File: src/rtl/paged_memory_bank.sv
// rtl/paged_memory_bank.sv - paged word memory with request port, scan chain, LED tap; optional MEMBANK_PARITY_EN
module paged_memory_bank #(
  parameter int ADDR_WIDTH = 5,
  parameter int DATA_WIDTH = 8,
  parameter int MEM_SIZE   = 32,
  parameter int LED_ADDR   = 15
) (
  input  logic                  clk,
  input  logic                  rst,
  input  logic                  req_valid,
  output logic                  req_ready,
  input  logic                  req_write,
  input  logic [ADDR_WIDTH-1:0] address,
  input  logic [DATA_WIDTH-1:0] data_in,
  output logic                  rsp_valid,
  output logic [DATA_WIDTH-1:0] data_out,
  output logic                  addr_err,
  input  logic                  scan_enable,
  input  logic                  scan_in,
  output logic                  scan_out,
  output logic                  scan_done,
  output logic                  parity_err,
  output logic [6:0]            led_out
);

  // Each stored word carries an even-parity bit above the data when enabled;
  // that bit is also the first bit of the word seen by the scan chain.
`ifdef MEMBANK_PARITY_EN
  localparam int WORD_W = DATA_WIDTH + 1;
`else
  localparam int WORD_W = DATA_WIDTH;
`endif
  localparam int CHAIN_LEN = MEM_SIZE * WORD_W;
  localparam int CNT_W     = (CHAIN_LEN > 1) ? $clog2(CHAIN_LEN) : 1;
  localparam int IDX_W     = (MEM_SIZE > 1) ? $clog2(MEM_SIZE) : 1;
  localparam logic [ADDR_WIDTH:0] MEM_LIMIT = (ADDR_WIDTH + 1)'(MEM_SIZE);
  localparam logic [CNT_W-1:0]    CNT_LAST  = CNT_W'(CHAIN_LEN - 1);

  typedef enum logic {IDLE = 1'b0, SCAN = 1'b1} state_t;

  state_t                  state_q, state_d;
  logic [WORD_W-1:0]       mem_q [MEM_SIZE];
  logic [CNT_W-1:0]        cnt_q, cnt_d;
  logic                    rsp_valid_q, addr_err_q, scan_done_q, parity_err_q;
  logic [DATA_WIDTH-1:0]   data_out_q;

  logic                    accept;
  logic                    in_range;
  logic [IDX_W-1:0]        idx;
  logic [WORD_W-1:0]       rd_word;
  logic [WORD_W-1:0]       wr_word;
  logic                    scan_wrap;
  logic                    rd_parity_bad;

  assign accept   = req_valid && req_ready;
  assign in_range = ({1'b0, address} < MEM_LIMIT);
  assign idx      = address[IDX_W-1:0];
  assign rd_word  = mem_q[idx];

`ifdef MEMBANK_PARITY_EN
  assign wr_word       = {^data_in, data_in};
  assign rd_parity_bad = ^rd_word;
`else
  assign wr_word       = data_in;
  assign rd_parity_bad = 1'b0;
`endif

  assign scan_wrap = scan_enable && (cnt_q == CNT_LAST);

  // FSM state register
  always_ff @(posedge clk or negedge rst) begin
    if (!rst) state_q <= IDLE;
    else      state_q <= state_d;
  end

  // FSM next state: scan mode follows scan_enable
  always_comb begin
    state_d = state_q;
    case (state_q)
      IDLE:    if (scan_enable)  state_d = SCAN;
      SCAN:    if (!scan_enable) state_d = IDLE;
      default: state_d = IDLE;
    endcase
  end

  // FSM outputs: requests only accepted when idle and no scan is being requested
  always_comb begin
    req_ready = 1'b0;
    if (state_q == IDLE && !scan_enable) req_ready = 1'b1;
  end

  // Shift counter: wraps at the chain length, cleared whenever scan is off
  always_comb begin
    cnt_d = '0;
    if (scan_enable) cnt_d = (cnt_q == CNT_LAST) ? '0 : cnt_q + 1'b1;
  end

  // Counter register
  always_ff @(posedge clk or negedge rst) begin
    if (!rst) cnt_q <= '0;
    else      cnt_q <= cnt_d;
  end

  // Storage: whole-array right shift during scan, otherwise in-range writes
  always_ff @(posedge clk or negedge rst) begin
    if (!rst) begin
      for (int i = 0; i < MEM_SIZE; i++) mem_q[i] <= '0;
    end else if (scan_enable) begin
      mem_q[0] <= {scan_in, mem_q[0][WORD_W-1:1]};
      for (int i = 1; i < MEM_SIZE; i++) mem_q[i] <= {mem_q[i-1][0], mem_q[i][WORD_W-1:1]};
    end else if (accept && req_write && in_range) begin
      mem_q[idx] <= wr_word;
    end
  end

  // Read response and status pulses, one cycle after acceptance
  always_ff @(posedge clk or negedge rst) begin
    if (!rst) begin
      rsp_valid_q  <= 1'b0;
      addr_err_q   <= 1'b0;
      scan_done_q  <= 1'b0;
      parity_err_q <= 1'b0;
      data_out_q   <= '0;
    end else begin
      rsp_valid_q  <= accept && !req_write;
      addr_err_q   <= accept && !in_range;
      scan_done_q  <= scan_wrap;
      parity_err_q <= accept && !req_write && in_range && rd_parity_bad;
      if (accept && !req_write) data_out_q <= in_range ? rd_word[DATA_WIDTH-1:0] : '0;
    end
  end

  assign rsp_valid  = rsp_valid_q;
  assign addr_err   = addr_err_q;
  assign scan_done  = scan_done_q;
  assign parity_err = parity_err_q;
  assign data_out   = data_out_q;
  assign scan_out   = mem_q[MEM_SIZE-1][0];

  generate
    if (DATA_WIDTH >= 7) begin : g_led_wide
      assign led_out = mem_q[LED_ADDR][6:0];
    end else begin : g_led_narrow
      assign led_out = {{(7 - DATA_WIDTH){1'b0}}, mem_q[LED_ADDR][DATA_WIDTH-1:0]};
    end
  endgenerate

endmodule

File: config.mk
export PLATFORM = sky130hd
export DESIGN_NAME = paged_memory_bank
export DESIGN_NICKNAME = d
export VERILOG_FILES = /design/src/rtl/paged_memory_bank.sv
export SDC_FILE = /design/constraint.sdc
export NUM_CORES = 1
export LEC_CHECK = 0
export ABC_AREA = 1
export CORE_MARGIN = 3
export CORE_UTILIZATION = 30
export DETAILED_ROUTE_END_ITERATION = 6
export SYNTH_ARGS = -nofsm -noshare
export SYNTH_HDL_FRONTEND = slang
export SYNTH_SLANG_ARGS = --single-unit
export TNS_END_PERCENT = 100
File: constraint.sdc
create_clock -name clk -period 1.9 [get_ports clk]
set_input_delay 0.19 -clock clk [delete_from_list [all_inputs] [get_ports clk]]
set_output_delay 0.19 -clock clk [all_outputs]
set_load 0.01 [all_outputs]
==> metrics.txt <==
# TYPE chip_impl_metric gauge
chip_impl_metric{name="portBuffers",unit=""} 37
chip_impl_metric{name="max_freq",unit="MHz"} 550
chip_impl_info{name="final_common_cell",value="sky130_fd_sc_hd__nand2_1"} 1
chip_impl_metric{name="core_area",unit="mm2"} 0.0504
chip_impl_metric{name="antennaDiodeCount",unit=""} 0
chip_impl_metric{name="floorplan.rows",unit=""} 82
chip_impl_metric{name="detail_route.vias_per_cell",unit=""} 5.27
chip_impl_metric{name="finalWorstSetupSlack",unit="ps"} 82.0
chip_impl_metric{name="power.ir.vdd_worst",unit="uV"} 458
chip_impl_metric{name="hold_buffers",unit=""} 1
chip_impl_metric{name="grt_overflow",unit=""} 0
chip_impl_metric{name="design.die.area",unit="mm2"} 0.0540
chip_impl_metric{name="critPathArrivalTime",unit="ps"} 1630
chip_impl_info{name="cp-end-kind",value="output port"} 1
chip_impl_info{name="hp-class",value="input port to flip-flop"} 1
chip_impl_metric{name="worst-endpoint-required",unit="ps"} 1710
chip_impl_metric{name="multi_input_comb_area",unit="mm2"} 0.00744
chip_impl_metric{name="num-fill-cells",unit=""} 5159
chip_impl_info{name="worst_setup_path_start_kind",value="flip-flop"} 1
chip_impl_metric{name="detail_route.wirelength",unit="um"} 48400
chip_impl_metric{name="num-nets-final",unit=""} 2002
chip_impl_metric{name="power.density",unit="mW/mm2"} 923
chip_impl_info{name="most-common-layout-cells",value="sky130_fd_sc_hd__nand2_1 (849), sky130_fd_sc_hd__dfrtp_1 (275), sky130_fd_sc_hd__nand3_1 (232)"} 1
chip_impl_metric{name="dieWidth",unit="um"} 232
chip_impl_info{name="rsz0062_at_grt",value="no"} 1
chip_impl_metric{name="gp_congestion",unit=""} 0.862
chip_impl_metric{name="detailedRoute.firstPassIterationCount",unit=""} 5
chip_impl_metric{name="layout_worst_path_cycle_share",unit="%"} 95.7
chip_impl_metric{name="detailed_place_hpwl",unit="um"} 30200
chip_impl_metric{name="flow.area_growth_from_synthesis",unit="%"} 16.1
chip_impl_metric{name="h-tree-depth",unit=""} 2
chip_impl_metric{name="drc",unit=""} 0
chip_impl_metric{name="final_layout_size_suffix_gt1_share",unit="%"} 11.6
chip_impl_metric{name="syn-instance-count",unit=""} 1995
chip_impl_metric{name="place_area",unit="mm2"} 0.0167
chip_impl_metric{name="vias_in_the_first_global_route",unit=""} 13800
chip_impl_metric{name="grt_antenna_before_repair",unit=""} 1
chip_impl_metric{name="placement.setup.worst_slack",unit="ps"} -103
chip_impl_metric{name="grt_start_max_net_pins",unit=""} 100
chip_impl_metric{name="routed-via-count",unit=""} 14100
chip_impl_metric{name="final_cell_area",unit="mm2"} 0.0178
chip_impl_metric{name="cts.path.max_buffers",unit=""} 3
chip_impl_info{name="worstSetupStartpoint",value="state_q"} 1
chip_impl_metric{name="number_of_gates_resized_after_cts",unit=""} 0
chip_impl_metric{name="synth.yosys.seq_area_share",unit="%"} 44.8
chip_impl_metric{name="sequential_cell_area",unit="mm2"} 0.00688
chip_impl_metric{name="floorplan.io_pins",unit=""} 40
chip_impl_metric{name="totalPowerFinal",unit="mW"} 16.5
chip_impl_metric{name="ys_ff_latch",unit=""} 275
chip_impl_metric{name="synth_area_per_cell",unit="um2"} 7.71
chip_impl_info{name="worst_r2r_startpoint",value="state_q"} 1
chip_impl_info{name="tritoncts",value="built"} 1
chip_impl_metric{name="fin_crit",unit="ps"} 1820
chip_impl_metric{name="detail_route.wl_per_cell",unit="um"} 18.1
chip_impl_metric{name="globalRouteTotalUtil",unit="%"} 18.1
chip_impl_metric{name="clkSinkCount",unit=""} 275
chip_impl_info{name="path_class",value="flip-flop to output port"} 1
chip_impl_metric{name="yosysUniqueCellTypes",unit=""} 32
chip_impl_metric{name="drt-initial-drc-count",unit=""} 1453
chip_impl_metric{name="hold_viol",unit=""} 0
chip_impl_metric{name="cts_post_setup_buffers_inserted",unit=""} 0
chip_impl_metric{name="cts_inserted_buffers",unit=""} 34
chip_impl_metric{name="finalSetupViolations",unit=""} 0
chip_impl_metric{name="synth.yosys.warnings",unit=""} 0
chip_impl_metric{name="timing.max_cap.violations",unit=""} 0
chip_impl_metric{name="wire_length_of_the_first_global_routing_pass",unit="um"} 78400
chip_impl_info{name="outcome",value="finished, final reports clean"} 1
chip_impl_metric{name="critical_path.max_fanout",unit=""} 3
chip_impl_metric{name="timing.clock.skew",unit="ps"} 12.6
chip_impl_metric{name="leakagePower",unit="nW"} 8.00
chip_impl_metric{name="clk_transition_reported_paths",unit="ps"} 60
chip_impl_metric{name="clock_insertion_delay_worst_skew",unit="ps"} 520
chip_impl_metric{name="dieHeight",unit="um"} 232
chip_impl_metric{name="maxSlewViolCount",unit=""} 0
chip_impl_info{name="ctsRootBufferMaster",value="sky130_fd_sc_hd__clkbuf_16"} 1
chip_impl_metric{name="initial_core_util",unit="%"} 30.5
chip_impl_info{name="holdCritStartpoint",value="scan_enable"} 1
chip_impl_metric{name="antenna_left",unit=""} 0
chip_impl_metric{name="syn-cell-area",unit="mm2"} 0.0154
[layer usage]
metal | GRT usage (%) | routed length (um)
met4 | 4.88 | 1110
met1 | 25.5 | 21900
met2 | 28.4 | 22200
met5 | 0 | 12
met3 | 3.22 | 3190
[worst paths after layout]
kind,end,slack [ps],cells after the start
min reg2reg,cnt_q[0],470,1
min in group asynchronous,mem_q[50],220,2
max,req_ready,80,2
max reg2reg,mem_q[14],240,7
min,cnt_q[0],50,3
max in group asynchronous,mem_q[164],870,3
[power by group]
part           total, mW  switching (mW)  internal (mW)
Clock               6.69            2.61           4.08
Sequential          7.16           0.596           6.57
Combinational       2.61            1.58           1.04
Total               16.5            4.78           11.7
[worst max-delay path: stages, from the launching register on]
cell	delay (ps)
sky130_fd_sc_hd__dfrtp_1	420
sky130_fd_sc_hd__nor2_8	150
sky130_fd_sc_hd__clkdlybuf4s50_1	540
[registers in the layout (all words and copies together) (netlist names)]
signal,cells
mem_q,248
cnt_q,8
data_out,8
led_out,7
rsp_valid,1
scan_done,1
scan_out,1
state_q,1
[synthesized netlist by cell type]
| cell type | instances | area share, % |
|---|---|---|
| sky130_fd_sc_hd__a21oi_1 | 4 | 0.13 |
| sky130_fd_sc_hd__a31oi_1 | 1 | 0.041 |
| sky130_fd_sc_hd__buf_1 | 28 | 0.68 |
| sky130_fd_sc_hd__buf_2 | 45 | 1.5 |
| sky130_fd_sc_hd__buf_4 | 11 | 0.54 |
| sky130_fd_sc_hd__buf_6 | 10 | 0.73 |
| sky130_fd_sc_hd__clkbuf_1 | 64 | 1.6 |
| sky130_fd_sc_hd__conb_1 | 1 | 0.024 |
| sky130_fd_sc_hd__dfrtp_1 | 275 | 45 |
| sky130_fd_sc_hd__ha_1 | 1 | 0.081 |
| sky130_fd_sc_hd__inv_1 | 74 | 1.8 |
| sky130_fd_sc_hd__inv_2 | 8 | 0.20 |
| sky130_fd_sc_hd__nand2_1 | 856 | 21 |
| sky130_fd_sc_hd__nand2_2 | 21 | 0.85 |
| sky130_fd_sc_hd__nand2_4 | 8 | 0.59 |
| sky130_fd_sc_hd__nand3_1 | 232 | 7.6 |
| sky130_fd_sc_hd__nand3_4 | 1 | 0.11 |
| sky130_fd_sc_hd__nand4_1 | 2 | 0.081 |
| sky130_fd_sc_hd__nor2_1 | 32 | 0.78 |
| sky130_fd_sc_hd__nor2_4 | 7 | 0.51 |
| sky130_fd_sc_hd__nor2_8 | 3 | 0.39 |
| sky130_fd_sc_hd__nor3_1 | 1 | 0.033 |
| sky130_fd_sc_hd__nor3_4 | 2 | 0.21 |
| sky130_fd_sc_hd__nor3b_1 | 1 | 0.049 |
| sky130_fd_sc_hd__o211ai_1 | 170 | 8.3 |
| sky130_fd_sc_hd__o211ai_2 | 36 | 2.9 |
| sky130_fd_sc_hd__o21ai_0 | 40 | 1.3 |
| sky130_fd_sc_hd__o221ai_1 | 49 | 2.8 |
| sky130_fd_sc_hd__o221ai_2 | 1 | 0.098 |
| sky130_fd_sc_hd__or2_2 | 8 | 0.33 |
| sky130_fd_sc_hd__xnor2_1 | 2 | 0.11 |
| sky130_fd_sc_hd__xor2_1 | 1 | 0.057 |
[area by class of cell]
class	instances	share of cell area, %
sequential	275	38.6
tap	672	4.71
multi-input combinational	1481	41.7
clock buffer	49	5.83
clock inverter	11	0.624
timing repair buffer	108	6.82
inverter	82	1.75
[per-stage QoR]
step	setup TNS, ps	cells	hold WS, ps	utilization [%]
detailed placement	-617	2617	170	33.1
floorplan	0	1996	-106	-
global route	0	2678	67.1	35.4
CTS	0	2678	41.4	35.4
finish	0	2678	50.8	35.4
global placement	-255	2617	161	33.1
[kinds of logic after synthesis]
kind of cell | Yosys count | synth area share [%]
AOI/OAI and AO/OA | 301 | 15.6
xor gates and xnor gates | 3 | 0.171
adders and majority gates | 1 | 0.0814
buffers and inverters | 240 | 6.98
DFF | 275 | 44.8
other | 1 | 0.0244
and+or+nand+nor | 1174 | 32.4
No activity file was read; power rests on OpenSTA's default activity.
